**config.mk**
```make
export PLATFORM = sky130hd
export DESIGN_NAME = mem_stage_lsu
export DESIGN_NICKNAME = d
export VERILOG_FILES = /design/src/rtl/pipe_pkg.sv /design/src/rtl/pipe_mem_wb.sv /design/src/rtl/mem_stage_lsu.sv
export SDC_FILE = /design/constraint.sdc
export NUM_CORES = 1
export LEC_CHECK = 0
export ABC_AREA = 1
export BUFFER_PORTS_ARGS = -buffer_cell sky130_fd_sc_hd__buf_2
export CAP_MARGIN = 20
export CORE_AREA = 2 2 130 132
export DETAILED_ROUTE_END_ITERATION = 7
export DIE_AREA = 0 0 132 134
export PLACE_DENSITY = 0.69
export REMOVE_ABC_BUFFERS = 1
export SLEW_MARGIN = 10
export SYNTH_ARGS = -nofsm -noshare
export SYNTH_HDL_FRONTEND = slang
export SYNTH_HIERARCHICAL = 1
export SYNTH_SLANG_ARGS = --single-unit
```
**constraint.sdc**
```tcl
create_clock -name clk -period 3.2 [get_ports clk]
set_clock_uncertainty 0.05 [all_clocks]
set_input_delay 0.16 -clock clk [delete_from_list [all_inputs] [get_ports clk]]
set_output_delay 0.16 -clock clk [all_outputs]
set_load 0.01 [all_outputs]
```
**src/rtl/pipe_pkg.sv**
```systemverilog
// Shared types and constants for the MEM-stage load/store unit.
package pipe_pkg;

  typedef enum logic [1:0] {
    IDLE = 2'd0,
    REQ  = 2'd1,
    WAIT = 2'd2
  } lsu_state_t;

  localparam logic [1:0] WORD_ALIGN_MASK = 2'b11;

  // Every MEM/WB field is filled with this bit when a bubble is loaded.
  localparam logic MEMWB_BUBBLE = 1'b0;

endpackage

```
**src/rtl/pipe_mem_wb.sv**
```systemverilog
// MEM/WB pipeline register; loads either the presented fields or a bubble every cycle.
module pipe_mem_wb
  import pipe_pkg::*;
#(
  parameter int WIDTH = 32,
  parameter int RA_W  = 5
) (
  input  logic             clk,
  input  logic             rst_n,
  input  logic             bubble_i,
  input  logic             memtoreg_i,
  input  logic             regwrite_i,
  input  logic [WIDTH-1:0] resultop_i,
  input  logic [WIDTH-1:0] rddata_i,
  input  logic [RA_W-1:0]  ard_i,
  output logic             memtoreg_o,
  output logic             regwrite_o,
  output logic [WIDTH-1:0] resultop_o,
  output logic [WIDTH-1:0] rddata_o,
  output logic [RA_W-1:0]  ard_o
);

  logic             memtoreg_q;
  logic             regwrite_q;
  logic [WIDTH-1:0] resultop_q;
  logic [WIDTH-1:0] rddata_q;
  logic [RA_W-1:0]  ard_q;

  always_ff @(posedge clk or negedge rst_n) begin
    if (!rst_n) begin
      memtoreg_q <= 1'b0;
      regwrite_q <= 1'b0;
      resultop_q <= '0;
      rddata_q   <= '0;
      ard_q      <= '0;
    end else if (bubble_i) begin
      memtoreg_q <= MEMWB_BUBBLE;
      regwrite_q <= MEMWB_BUBBLE;
      resultop_q <= {WIDTH{MEMWB_BUBBLE}};
      rddata_q   <= {WIDTH{MEMWB_BUBBLE}};
      ard_q      <= {RA_W{MEMWB_BUBBLE}};
    end else begin
      memtoreg_q <= memtoreg_i;
      regwrite_q <= regwrite_i;
      resultop_q <= resultop_i;
      rddata_q   <= rddata_i;
      ard_q      <= ard_i;
    end
  end

  assign memtoreg_o = memtoreg_q;
  assign regwrite_o = regwrite_q;
  assign resultop_o = resultop_q;
  assign rddata_o   = rddata_q;
  assign ard_o      = ard_q;

endmodule

```
**src/rtl/mem_stage_lsu.sv**
```systemverilog
// MEM-stage load/store unit: word accesses over a req/gnt/rvalid bus, stalling upstream while busy.
//  state | meaning
//  IDLE  | accept EX/MEM every cycle; ALU ops pass through, aligned memops latch and start
//  REQ   | DM_REQ held with latched address/data until DM_GNT
//  WAIT  | load granted, waiting for DM_RVALID
module mem_stage_lsu
  import pipe_pkg::*;
#(
  parameter int WIDTH = 32,
  parameter int RA_W  = 5
) (
  input  logic             clk,
  input  logic             rst,
  input  logic             MEMWRITE_IN,
  input  logic             MEMTOREG_IN,
  input  logic             REGWRITE_IN,
  input  logic [WIDTH-1:0] RESULTOP_IN,
  input  logic [WIDTH-1:0] WRDATA_IN,
  input  logic [RA_W-1:0]  ARD_IN,
  output logic             DM_REQ,
  output logic             DM_WE,
  output logic [WIDTH-1:0] DM_ADDR,
  output logic [WIDTH-1:0] DM_WDATA,
  input  logic             DM_GNT,
  input  logic             DM_RVALID,
  input  logic [WIDTH-1:0] DM_RDATA,
  output logic             STALL,
  output logic             ERR_OUT,
  output logic             MEMTOREG_OUT,
  output logic             REGWRITE_OUT,
  output logic [WIDTH-1:0] RESULTOP_OUT,
  output logic [WIDTH-1:0] RDDATA_OUT,
  output logic [RA_W-1:0]  ARD_OUT
);

  lsu_state_t       state_q, state_d;
  logic [WIDTH-1:0] addr_q, addr_d;
  logic [WIDTH-1:0] wdata_q, wdata_d;
  logic [RA_W-1:0]  ard_q, ard_d;
  logic             rw_q, rw_d;
  logic             store_q, store_d;
  logic             err_q, err_d;

  logic             memop;
  logic             misaligned;

  logic             wb_bubble;
  logic             wb_memtoreg;
  logic             wb_regwrite;
  logic [WIDTH-1:0] wb_resultop;
  logic [WIDTH-1:0] wb_rddata;
  logic [RA_W-1:0]  wb_ard;

  assign memop      = MEMWRITE_IN | MEMTOREG_IN;
  assign misaligned = |(RESULTOP_IN[1:0] & WORD_ALIGN_MASK);

  always_ff @(posedge clk or negedge rst) begin
    if (!rst) begin
      state_q <= IDLE;
      addr_q  <= '0;
      wdata_q <= '0;
      ard_q   <= '0;
      rw_q    <= 1'b0;
      store_q <= 1'b0;
      err_q   <= 1'b0;
    end else begin
      state_q <= state_d;
      addr_q  <= addr_d;
      wdata_q <= wdata_d;
      ard_q   <= ard_d;
      rw_q    <= rw_d;
      store_q <= store_d;
      err_q   <= err_d;
    end
  end

  always_comb begin
    state_d     = state_q;
    addr_d      = addr_q;
    wdata_d     = wdata_q;
    ard_d       = ard_q;
    rw_d        = rw_q;
    store_d     = store_q;
    err_d       = 1'b0;
    wb_bubble   = 1'b1;
    wb_memtoreg = 1'b0;
    wb_regwrite = 1'b0;
    wb_resultop = '0;
    wb_rddata   = '0;
    wb_ard      = '0;

    case (state_q)
      IDLE: begin
        if (memop) begin
          if (misaligned) begin
            err_d = 1'b1;
          end else begin
            // A combined store+load request is treated as a store that writes no register.
            addr_d  = RESULTOP_IN;
            wdata_d = WRDATA_IN;
            ard_d   = ARD_IN;
            store_d = MEMWRITE_IN;
            rw_d    = REGWRITE_IN & ~MEMWRITE_IN;
            state_d = REQ;
          end
        end else begin
          wb_bubble   = 1'b0;
          wb_regwrite = REGWRITE_IN;
          wb_resultop = RESULTOP_IN;
          wb_ard      = ARD_IN;
        end
      end
      REQ: begin
        if (DM_GNT) begin
          if (store_q) begin
            state_d     = IDLE;
            wb_bubble   = 1'b0;
            wb_resultop = addr_q;
            wb_ard      = ard_q;
          end else begin
            state_d = WAIT;
          end
        end
      end
      WAIT: begin
        if (DM_RVALID) begin
          state_d     = IDLE;
          wb_bubble   = 1'b0;
          wb_memtoreg = 1'b1;
          wb_regwrite = rw_q;
          wb_resultop = addr_q;
          wb_rddata   = DM_RDATA;
          wb_ard      = ard_q;
        end
      end
      default: state_d = IDLE;
    endcase
  end

  assign STALL    = (state_q != IDLE);
  assign DM_REQ   = (state_q == REQ);
  assign DM_WE    = DM_REQ & store_q;
  assign DM_ADDR  = DM_REQ ? addr_q  : '0;
  assign DM_WDATA = DM_REQ ? wdata_q : '0;
  assign ERR_OUT  = err_q;

  pipe_mem_wb #(
    .WIDTH (WIDTH),
    .RA_W  (RA_W)
  ) u_mem_wb (
    .clk        (clk),
    .rst_n      (rst),
    .bubble_i   (wb_bubble),
    .memtoreg_i (wb_memtoreg),
    .regwrite_i (wb_regwrite),
    .resultop_i (wb_resultop),
    .rddata_i   (wb_rddata),
    .ard_i      (wb_ard),
    .memtoreg_o (MEMTOREG_OUT),
    .regwrite_o (REGWRITE_OUT),
    .resultop_o (RESULTOP_OUT),
    .rddata_o   (RDDATA_OUT),
    .ard_o      (ARD_OUT)
  );

endmodule

```
==> results of run 1 <==
==> state kept, by name, indices dropped and copies added, names as in the netlist <==
register / cells
addr_q: 32
u_mem_wb/rddata_o: 32
u_mem_wb/resultop_o: 32
wdata_q: 32
ard_q: 5
u_mem_wb/ard_o: 5
state_q: 2
ERR_OUT: 1
rw_q: 1
store_q: 1
u_mem_wb/memtoreg_o: 1
u_mem_wb/regwrite_o: 1
==> worst max-delay path: stages, from the launching register on <==
cell and delay, ps:
dfrtp_1 450, inv_1 100, nand2_2 100, buf_4 590, nor2_1 130, buf_2 180
==> report_power, final <==
| group | internal [mW] | switching (mW) | total (mW) |
|---|---|---|---|
| registers | 2.20 | 0.188 | 2.39 |
| clock network | 1.34 | 0.774 | 2.12 |
| logic | 0.516 | 0.878 | 1.39 |
| total | 4.06 | 1.84 | 5.90 |
==> how the worst min path moves through the flow <==
stage	endpoint	slack (ps)	cells after the start
2_1_floorplan	ERR_OUT$_DFF_PN0_	-190	0
3_3_place_gp	u_mem_wb/rddata_o[13]$_DFF_PN0_	210	1
3_5_place_dp	u_mem_wb/rddata_o[13]$_DFF_PN0_	210	1
4_1_cts	u_mem_wb/resultop_o[0]$_DFF_PN0_	20	5
5_1_grt	u_mem_wb/resultop_o[0]$_DFF_PN0_	30	5
6_report	u_mem_wb/resultop_o[0]$_DFF_PN0_	50	5
==> per-stage QoR <==
step | instances | utilization | instance area, um^2
after floorplan | 769 | - | 6161
after global placement | 1244 | 0.4768 | 7766
after detailed placement | 1244 | 0.4768 | 7766
after CTS | 1378 | 0.5791 | 9433
after global routing | 1378 | 0.5791 | 9433
final | 1378 | 0.5791 | 9433
==> cell type report <==
cell class | instances | area share
sequential | 145 | 0.3847
clock buffer | 19 | 0.04802
clock inverter | 12 | 0.01937
tap | 220 | 0.02918
timing repair buffer | 358 | 0.2490
multi-input combinational | 409 | 0.1842
inverter | 215 | 0.08556
==> kinds of logic after synthesis <==
group           Yosys count
compound gates          110
buf+inv                 253
flops                   145
simple gates            299
==> layer usage <==
layer	vias up	track usage
met1	2672	0.2454
met4	0	0.07669
met5	-	0
met3	25	0.04308
li1	2980	-
met2	183	0.3466
==> placed cells by master, fill, tap and decap left out <==
cell type / Yosys / final
buf_2: 9 / 245
inv_1: 215 / 215
nor2_1: 172 / 172
dfrtp_1: 145 / 145
nand2_1: 117 / 117
dlygate4sd3_1: 0 / 103
o21ai_0: 98 / 98
clkbuf_16: 0 / 17
o21ai_1: 10 / 10
buf_4: 7 / 8
clkinvlp_4: 0 / 6
bufinv_16: 0 / 4
nor2_4: 2 / 2
nand2_2: 2 / 2
nand3b_1: 2 / 2
nand3_1: 3 / 2
clkbuf_8: 0 / 2
nand3_2: 1 / 1
o21ai_4: 1 / 1
o21ai_2: 1 / 1
nand3_4: 0 / 1
clkinv_4: 0 / 1
inv_6: 0 / 1
buf_6: 11 / 1
buf_12: 0 / 1
==> repair_timing <==
| item | 4_1_cts | 5_1_grt |
|---|---|---|
| hold buffers | 103 | 0 |
| endpoints found under the hold margin | 183 | 0 |
| setup buffers | 0 | 0 |
==> impl_metrics.env, run 1 <==
export IMPL_gp_congestion=0.8126
export IMPL_seq_area_mm2=0.003628
export IMPL_grt_pass1_vias=5818
export IMPL_cts_buffer_depth=2
export IMPL_dr_max_layer_used="met4"
export IMPL_hold_viol=0
export IMPL_cts_max_level=4
export IMPL_synth_most_common_cell="inv_1"
export IMPL_status="completed"
export IMPL_ys_types=18
export IMPL_clock_sinks=145
export IMPL_cap_viol_max_count=0
export IMPL_finalPower_mw=5.903
export IMPL_synth_commonest_cells="inv_1 (215), nor2_1 (172), dfrtp_1 (145)"
export IMPL_multi_input_area_mm2=0.001738
export IMPL_nets=1254
export IMPL_clk_latency_ps=420
export IMPL_worstRegToRegCells=6
export IMPL_synth_xor_area_share=0
export IMPL_drt_met1_wl_mm=7.588
export IMPL_via_per_inst=4.253
export IMPL_muxShareOfSynthArea=0
export IMPL_grt_max_degree=83
export IMPL_crit_start="state_q[1]$_DFFE_PN0P_"
export IMPL_max_freq_mhz=452.2
export IMPL_ys_seq_elements=145
export IMPL_whs_ps=47.24
export IMPL_peakVddDrop_v=0.0003467
export IMPL_critical_path_endpoint="DM_WDATA[0]"
export IMPL_endpoint_kind="primary output"
export IMPL_hold_path_class="in -> reg"
export IMPL_synth_compound_area_frac=0.08801
export IMPL_async_flop_share=1.000
export IMPL_num_rows=47
export IMPL_wl_per_cell_um=12.53
export IMPL_die_x_um=132
export IMPL_crit_required_ps=2990
export IMPL_grt_pass1_wl_mm=28.30
export IMPL_synth_fa_ha_area_frac=0
export IMPL_final_setup_viol_count=0
export IMPL_synth_ff_type="dfrtp_1"
export IMPL_drt_iter0_markers=290
export IMPL_ios=247
export IMPL_synth_edf_count=0
export IMPL_synth_top_family_by_area="simple AND/OR/NAND/NOR gates"
export IMPL_reg2reg_from="state_q[0]$_DFFE_PN0P_"
export IMPL_cts_tree="yes"
export IMPL_cts_made_buffers=17
export IMPL_synth_area_leader_cell="dfrtp_1"
export IMPL_die_h_um=134
export IMPL_clkTransAtPathRegs_ps=60
export IMPL_worstSetupPathType="reg -> out"
export IMPL_p_leak_nw=5.276
export IMPL_grtUsageTotal=0.2000
export IMPL_rsz0062_at_grt="false"
export IMPL_synthSimpleGateAreaFrac=0.1805
export IMPL_worstMarginPinSlew_ps=882.9
export IMPL_die_area_mm2=0.01769
export IMPL_yosys_warnings=6
export IMPL_core_area_mm2=0.01629
export IMPL_crit_path_start_kind="register"
export IMPL_drc=0
export IMPL_drt_total_wl_mm=17.27
export IMPL_period_share=0.6911
export IMPL_synth_avg_cell_area_um2=7.963
export IMPL_pre_cts_slack_ps=1186
export IMPL_hpwlAfterDp_mm=10.57
export IMPL_start_util=0.3945
export IMPL_drv_slew=0
export IMPL_critPathArrivalTime_ps=2000
export IMPL_finalCriticalPeriod_ps=2212
export IMPL_diodes=0
export IMPL_setup_tns_ps=0
export IMPL_area_delta_synth_final_pct=46.79
export IMPL_drtAntennaViolNets=0
export IMPL_grt_overflow_total=0
export IMPL_drive_gt1_frac=0.2539
export IMPL_cellPowerDensity_mw_per_mm2=625.8
export IMPL_finalWorstSetupSlack_ps=988.4
export IMPL_syn_inst=807
export IMPL_slew_headroom=0.4114
export IMPL_dr_wl_met2_mm=8.458
export IMPL_yosysTopAreaCellShare=0.5646
export IMPL_antenna_found_initial=0
export IMPL_portBuffers=246
export IMPL_root_buffer="clkbuf_16"
export IMPL_crit_path_max_fanout=67
export IMPL_ys_seq_area_frac=0.5646
export IMPL_drtPass1Iterations=5
export IMPL_vias=5860
export IMPL_cts_repair_resized=0
export IMPL_r2r_end="wdata_q[14]$_DFFE_PN0P_"
export IMPL_synth_area_leaders="dfrtp_1 (56%), inv_1 (13%), nor2_1 (10%), o21ai_0 (7.6%), nand2_1 (6.8%)"
export IMPL_syn_area_mm2=0.006426
export IMPL_ff2ff_setup_slack_ps=1140
export IMPL_fill_cells=1441
export IMPL_worstHoldStart="RESULTOP_IN[0]"
export IMPL_wl_met3_um=887
Note: power is estimated with default switching activity, not from simulation.
==> inputs of run 2 (changes only) <==
ABC_AREA = 0   (was 1)
PLACE_DENSITY = 0.71   (was 0.69)
clock period = 1.9 ns   (was 3.2 ns; I/O delays follow)
==> impl_metrics.env, run 2 <==
export IMPL_clock_sinks=145
export IMPL_final_cell_mix="buf_2 (202), dfrtp_1 (145), dlygate4sd3_1 (108)"
export IMPL_final_area_mm2=0.01016
export IMPL_reg2reg_from="state_q[0]$_DFFE_PN0P_"
export IMPL_root_buffer="clkbuf_16"
export IMPL_grt_max_degree=56
export IMPL_die_h_um=134
export IMPL_grt_pass1_wl_mm=27.63
export IMPL_cts_max_level=4
export IMPL_final_util=0.6239
export IMPL_ff2ff_setup_slack_ps=-60
export IMPL_synth_compound_area_frac=0.05704
export IMPL_synth_most_common_cell="dfrtp_1"
export IMPL_crit_family="simple AND/OR/NAND/NOR gates"
export IMPL_cap_viol_max_count=0
export IMPL_peakVddDrop_v=0.0005896
export IMPL_start_util=0.3946
export IMPL_synth_commonest_cells="dfrtp_1 (145), and2_1 (99), nor2b_1 (72)"
export IMPL_crit_path_start_kind="register"
export IMPL_setup_tns_ps=-1070
export IMPL_finalWorstSetupSlack_ps=-58.06
export IMPL_synth_xor_area_share=0
export IMPL_nets=947
export IMPL_period_share=1.031
export IMPL_synth_area_leaders="dfrtp_1 (56%), mux2_4 (16%), and2_1 (9.6%), nor2b_1 (7.0%), a22o_1 (5.2%)"
export IMPL_max_freq_mhz=510.7
export IMPL_cellPowerDensity_mw_per_mm2=1019
export IMPL_final_common_cell="buf_2"
export IMPL_cts_buffer_depth=2
export IMPL_crit_chain="or2_4, or4_4, buf_12, mux2_4"
export IMPL_ys_seq_elements=145
export IMPL_syn_inst=475
export IMPL_p_leak_nw=5.285
export IMPL_crit_path_max_incr_delay_ps=530
export IMPL_endpoint_kind="register"
export IMPL_gp_congestion=0.7546
export IMPL_drt_iter0_markers=215
export IMPL_worstSetupPathType="reg -> reg"
export IMPL_cts_made_buffers=17
export IMPL_ys_types=26
export IMPL_synth_ff_type="dfrtp_1"
export IMPL_grtUsageTotal=0.1997
export IMPL_crit_required_ps=2150
export IMPL_core_area_mm2=0.01629
export IMPL_placed_area_mm2=0.007941
export IMPL_ios=247
export IMPL_ys_seq_area_frac=0.5645
export IMPL_crit_start="state_q[0]$_DFFE_PN0P_"
export IMPL_final_setup_viol_count=37
export IMPL_vias=5028
export IMPL_yosysTopAreaCellShare=0.5645
export IMPL_antenna_found_initial=0
export IMPL_pre_cts_slack_ps=-14.86
export IMPL_grt_pass1_vias=5246
export IMPL_drtPass1Iterations=4
export IMPL_cp_slowest_cell="or4_4"
export IMPL_muxShareOfSynthArea=0.1600
export IMPL_slew_headroom=0.6983
export IMPL_rsz0062_at_grt="true"
export IMPL_status="complete, but fails checks"
export IMPL_hold_viol=0
export IMPL_hpwlAfterDp_mm=10.49
export IMPL_drtAntennaViolNets=0
export IMPL_clk_latency_ps=420
export IMPL_wl_per_cell_um=17.50
export IMPL_portBuffers=246
export IMPL_diodes=0
export IMPL_drv_slew=0
export IMPL_worstHoldStart="DM_RDATA[23]"
export IMPL_die_x_um=132
export IMPL_drt_total_wl_mm=18.76
export IMPL_clkTransAtPathRegs_ps=70
export IMPL_num_rows=47
export IMPL_synth_edf_count=0
export IMPL_syn_area_mm2=0.006427
export IMPL_hold_path_class="in -> reg"
export IMPL_yosys_warnings=6
export IMPL_crit_path_max_fanout=42
export IMPL_synth_avg_cell_area_um2=13.53
export IMPL_critPathArrivalTime_ps=2200
export IMPL_synth_top_family_by_area="simple AND/OR/NAND/NOR gates"
export IMPL_drc=0
export IMPL_cp_buffers_inverters=1
export IMPL_area_delta_synth_final_pct=58.13
export IMPL_synth_area_leader_cell="dfrtp_1"
export IMPL_cts_tree="yes"
export IMPL_finalCriticalPeriod_ps=1958
export IMPL_die_area_mm2=0.01769
export IMPL_worstMarginPinSlew_ps=452.5
export IMPL_synthSimpleGateAreaFrac=0.1773
export IMPL_grt_overflow_total=0
export IMPL_whs_ps=47.59
export IMPL_failed_checks="negative setup slack"
export IMPL_async_flop_share=1.000
export IMPL_via_per_inst=4.690
export IMPL_drive_gt1_frac=0.4988
export IMPL_synth_fa_ha_area_frac=0
## run 2: cell count changes in the layout (fill, tap and decap cells not counted), sizes merged, moves of 5 or more
cell	delta
dlygate4sd3	+5
nor2b	+72
nor2	-172
buf	+14
inv	-208
mux2	+69
and2	+99
nand2	-118
a22o	+38
o21ai	-109
## run 2: cells by family (layout without fill, tap and decap cells)
| family | after synthesis | in the layout |
|---|---|---|
| simple gates | 182 | 182 |
| flops | 145 | 145 |
| mux | 69 | 69 |
| compound gates | 43 | 43 |
| buf+inv | 36 | 413 |
## run 2: report_power, final
part	switching [mW]	internal, mW
clock network	1.41	1.97
logic	1.09	1.82
registers	0.415	3.65
## run 2: tightest hold or removal path, stage by stage
cell and delay, ps:
buf_2 100, and2_1 130, nor2b_1 150
## run 2: area by class of cell
cell class                      count  area (um^2)
Clock buffer                       17        425.4
Multi-Input combinational cell    294         2674
Clock inverter                     15        171.4
Timing Repair Buffer              379         2969
Tap cell                          220        275.3
Fill cell                        1228         6126
Inverter                            2        20.02
Sequential cell                   145         3628
## run 2: per-stage QoR
step	power, mW	instances
after global placement	6.224	927
after detailed placement	6.270	927
after global routing	10.83	1072
after CTS	10.00	1069
after floorplan	5.371	441
final	10.36	1072
## run 2: what timing repair did
action	4_1_cts	5_1_grt
gates cloned	2	3
gates resized for setup	13	90
endpoints found under the setup margin	87	112
buffers inserted	0	0
pin swaps	0	18
hold buffers	108	0
endpoints found under the hold margin	253	0
## run 2: worst paths after layout
check | end | depth (start not counted)
worst min register to register | ard_q[2]$_DFFE_PN0P_ | 1
worst max register to register | wdata_q[26]$_DFFE_PN0P_ | 4
worst min-delay path | u_mem_wb/rddata_o[23]$_DFF_PN0_ | 3
min in group asynchronous | wdata_q[2]$_DFFE_PN0P_ | 2
worst max-delay path | wdata_q[26]$_DFFE_PN0P_ | 4
max in group asynchronous | u_mem_wb/rddata_o[13]$_DFF_PN0_ | 3
## run 2: per-layer routing
metal,wire length [um],global-route usage
met4,283,0.06884
met2,9176,0.3302
met3,1301,0.05782
met1,7999,0.2520
met5,0,0
==> inputs of run 3 (changes only) <==
RECOVER_POWER = 100   (was unset)
==> impl_metrics.env, run 3 (same netlist as run 2, synthesis figures left out) <==
export IMPL_seq_area_mm2=0.003628
export IMPL_fill_cells=1284
export IMPL_crit_family="simple AND/OR/NAND/NOR gates"
export IMPL_clockPowerShare=0.327
export IMPL_start_util=0.3946
export IMPL_drt_iter0_markers=213
export IMPL_p_comb_frac=0.279
export IMPL_nets=947
export IMPL_grt_max_degree=56
export IMPL_worstSetupPathType="reg -> reg"
export IMPL_cts_made_buffers=17
export IMPL_grt_pass1_vias=5246
export IMPL_period_share=1.032
export IMPL_crit_path_max_fanout=42
export IMPL_portBuffers=246
export IMPL_max_freq_mhz=510.2
export IMPL_peakVddDrop_v=0.0005925
export IMPL_crit_required_ps=2150
export IMPL_crit_path_start_kind="register"
export IMPL_hold_viol=0
export IMPL_die_h_um=134
export IMPL_cts_tree="yes"
export IMPL_diodes=0
export IMPL_drive_gt1_frac=0.4143
export IMPL_gp_congestion=0.7546
export IMPL_cp_buffers_inverters=1
export IMPL_clock_sinks=145
export IMPL_multi_input_area_mm2=0.002674
export IMPL_critPathArrivalTime_ps=2210
export IMPL_core_area_mm2=0.01629
export IMPL_ios=247
export IMPL_grtUsageTotal=0.1997
export IMPL_crit_chain="or2_4, or4_4, buf_12, mux2_4"
export IMPL_hpwlAfterDp_mm=10.49
export IMPL_antenna_found_initial=0
export IMPL_vias=5047
export IMPL_worstMarginPinSlew_ps=1149
export IMPL_via_per_inst=4.708
export IMPL_final_setup_viol_count=36
export IMPL_die_x_um=132
export IMPL_die_area_mm2=0.01769
export IMPL_cts_buffer_depth=2
export IMPL_setup_tns_ps=-1091
export IMPL_finalCriticalPeriod_ps=1960
export IMPL_grt_pass1_wl_mm=27.63
export IMPL_final_common_cell="dfrtp_1"
export IMPL_final_cell_mix="dfrtp_1 (145), buf_2 (130), dlygate4sd3_1 (108)"
export IMPL_drv_slew=0
export IMPL_cts_max_level=4
export IMPL_area_delta_synth_final_pct=56.20
export IMPL_crit_path_max_incr_delay_ps=530
export IMPL_p_int_mw=7.420
export IMPL_drtPass1Iterations=4
export IMPL_cellPowerDensity_mw_per_mm2=1030
export IMPL_seq_power_share=0.394
export IMPL_failed_checks="negative setup slack"
export IMPL_endpoint_kind="register"
export IMPL_cap_viol_max_count=0
export IMPL_swShare=0.2825
export IMPL_grt_overflow_total=0
export IMPL_final_util=0.6163
export IMPL_layout_cells_non_filler=1072
export IMPL_finalWorstSetupSlack_ps=-60.14
export IMPL_slew_headroom=0.2343
export IMPL_hold_path_class="in -> reg"
export IMPL_p_leak_nw=4.959
export IMPL_cp_slowest_cell="or4_4"
export IMPL_num_rows=47
export IMPL_status="complete, but fails checks"
export IMPL_root_buffer="clkbuf_16"
export IMPL_post_place_cells=927
export IMPL_drc=0
export IMPL_clk_latency_ps=420
export IMPL_switchingPower_mw=2.922
export IMPL_rsz0062_at_grt="true"
export IMPL_clkTransAtPathRegs_ps=70
export IMPL_drtAntennaViolNets=0
export IMPL_wl_per_cell_um=17.60
export IMPL_drt_total_wl_mm=18.86
-- run 3: path summary, 6_finish.rpt --
check,cells after the start,endpoint,slack [ps],from
worst min-delay path,3,u_mem_wb/rddata_o[23]$_DFF_PN0_,40,DM_RDATA[23]
worst max-delay path,4,wdata_q[26]$_DFFE_PN0P_,-60,state_q[0]$_DFFE_PN0P_
worst max register to register,4,wdata_q[26]$_DFFE_PN0P_,-60,state_q[0]$_DFFE_PN0P_
worst min register to register,1,ard_q[4]$_DFFE_PN0P_,460,ard_q[4]$_DFFE_PN0P_
max in group asynchronous,3,u_mem_wb/memtoreg_o$_DFF_PN0_,250,rst
min in group asynchronous,2,wdata_q[2]$_DFFE_PN0P_,390,rst
-- run 3: power by group through the flow --
stage / sequential, mW / combinational (mW) / clock [mW]
finish: 4.07 / 2.89 / 3.38
global route: 4.13 / 3.07 / 3.61
CTS: 4.02 / 2.51 / 3.47
detailed placement: 4.04 / 2.23 / 0
global placement: 4.04 / 2.18 / 0
floorplan: 3.96 / 1.41 / 0
-- run 3: tightest hold or removal path, delay by kind of cell --
family / cells / cell delay (ps)
buffers and inverters: 1 / 100
AND/OR/NAND/NOR: 2 / 280
-- run 3: layout make-up --
class                           instances  area share
Clock inverter                         15     0.01707
Inverter                                2    0.001994
Clock buffer                           17     0.04237
Tap cell                              220     0.02742
Multi-Input combinational cell        294      0.2663
Timing Repair Buffer                  379      0.2834
Sequential cell                       145      0.3614
-- run 3: what timing repair did --
action                                 in CTS  in global routing
gates cloned                                2                  3
hold buffers                              108                  0
setup buffers                               0                  0
pin swaps                                   0                 18
setup endpoints to repair                  87                112
resized for setup                          13                 90
endpoints found under the hold margin     253                  0
-- run 3: per-layer routing --
metal  share of wire  vias up  GRT usage
li1                -     2307          -
met1            0.43     2483     0.2520
met2            0.49      232     0.3302
met3           0.071       25    0.05782
met4           0.015        0    0.06884
met5               0        -          0
-- run 3: through the flow --
stage | total power, mW | hold slack [ps] | setup WS, ps | cell area, um^2
floorplan | 5.371 | -250.6 | -2231 | 6171
global placement | 6.224 | 9.433 | 22.89 | 7941
detailed placement | 6.270 | 15.66 | -14.86 | 7941
CTS | 10.00 | 2.928 | -13.43 | 9717
global route | 10.81 | 32.49 | -75.03 | 10040
finish | 10.34 | 44.83 | -60.14 | 10040
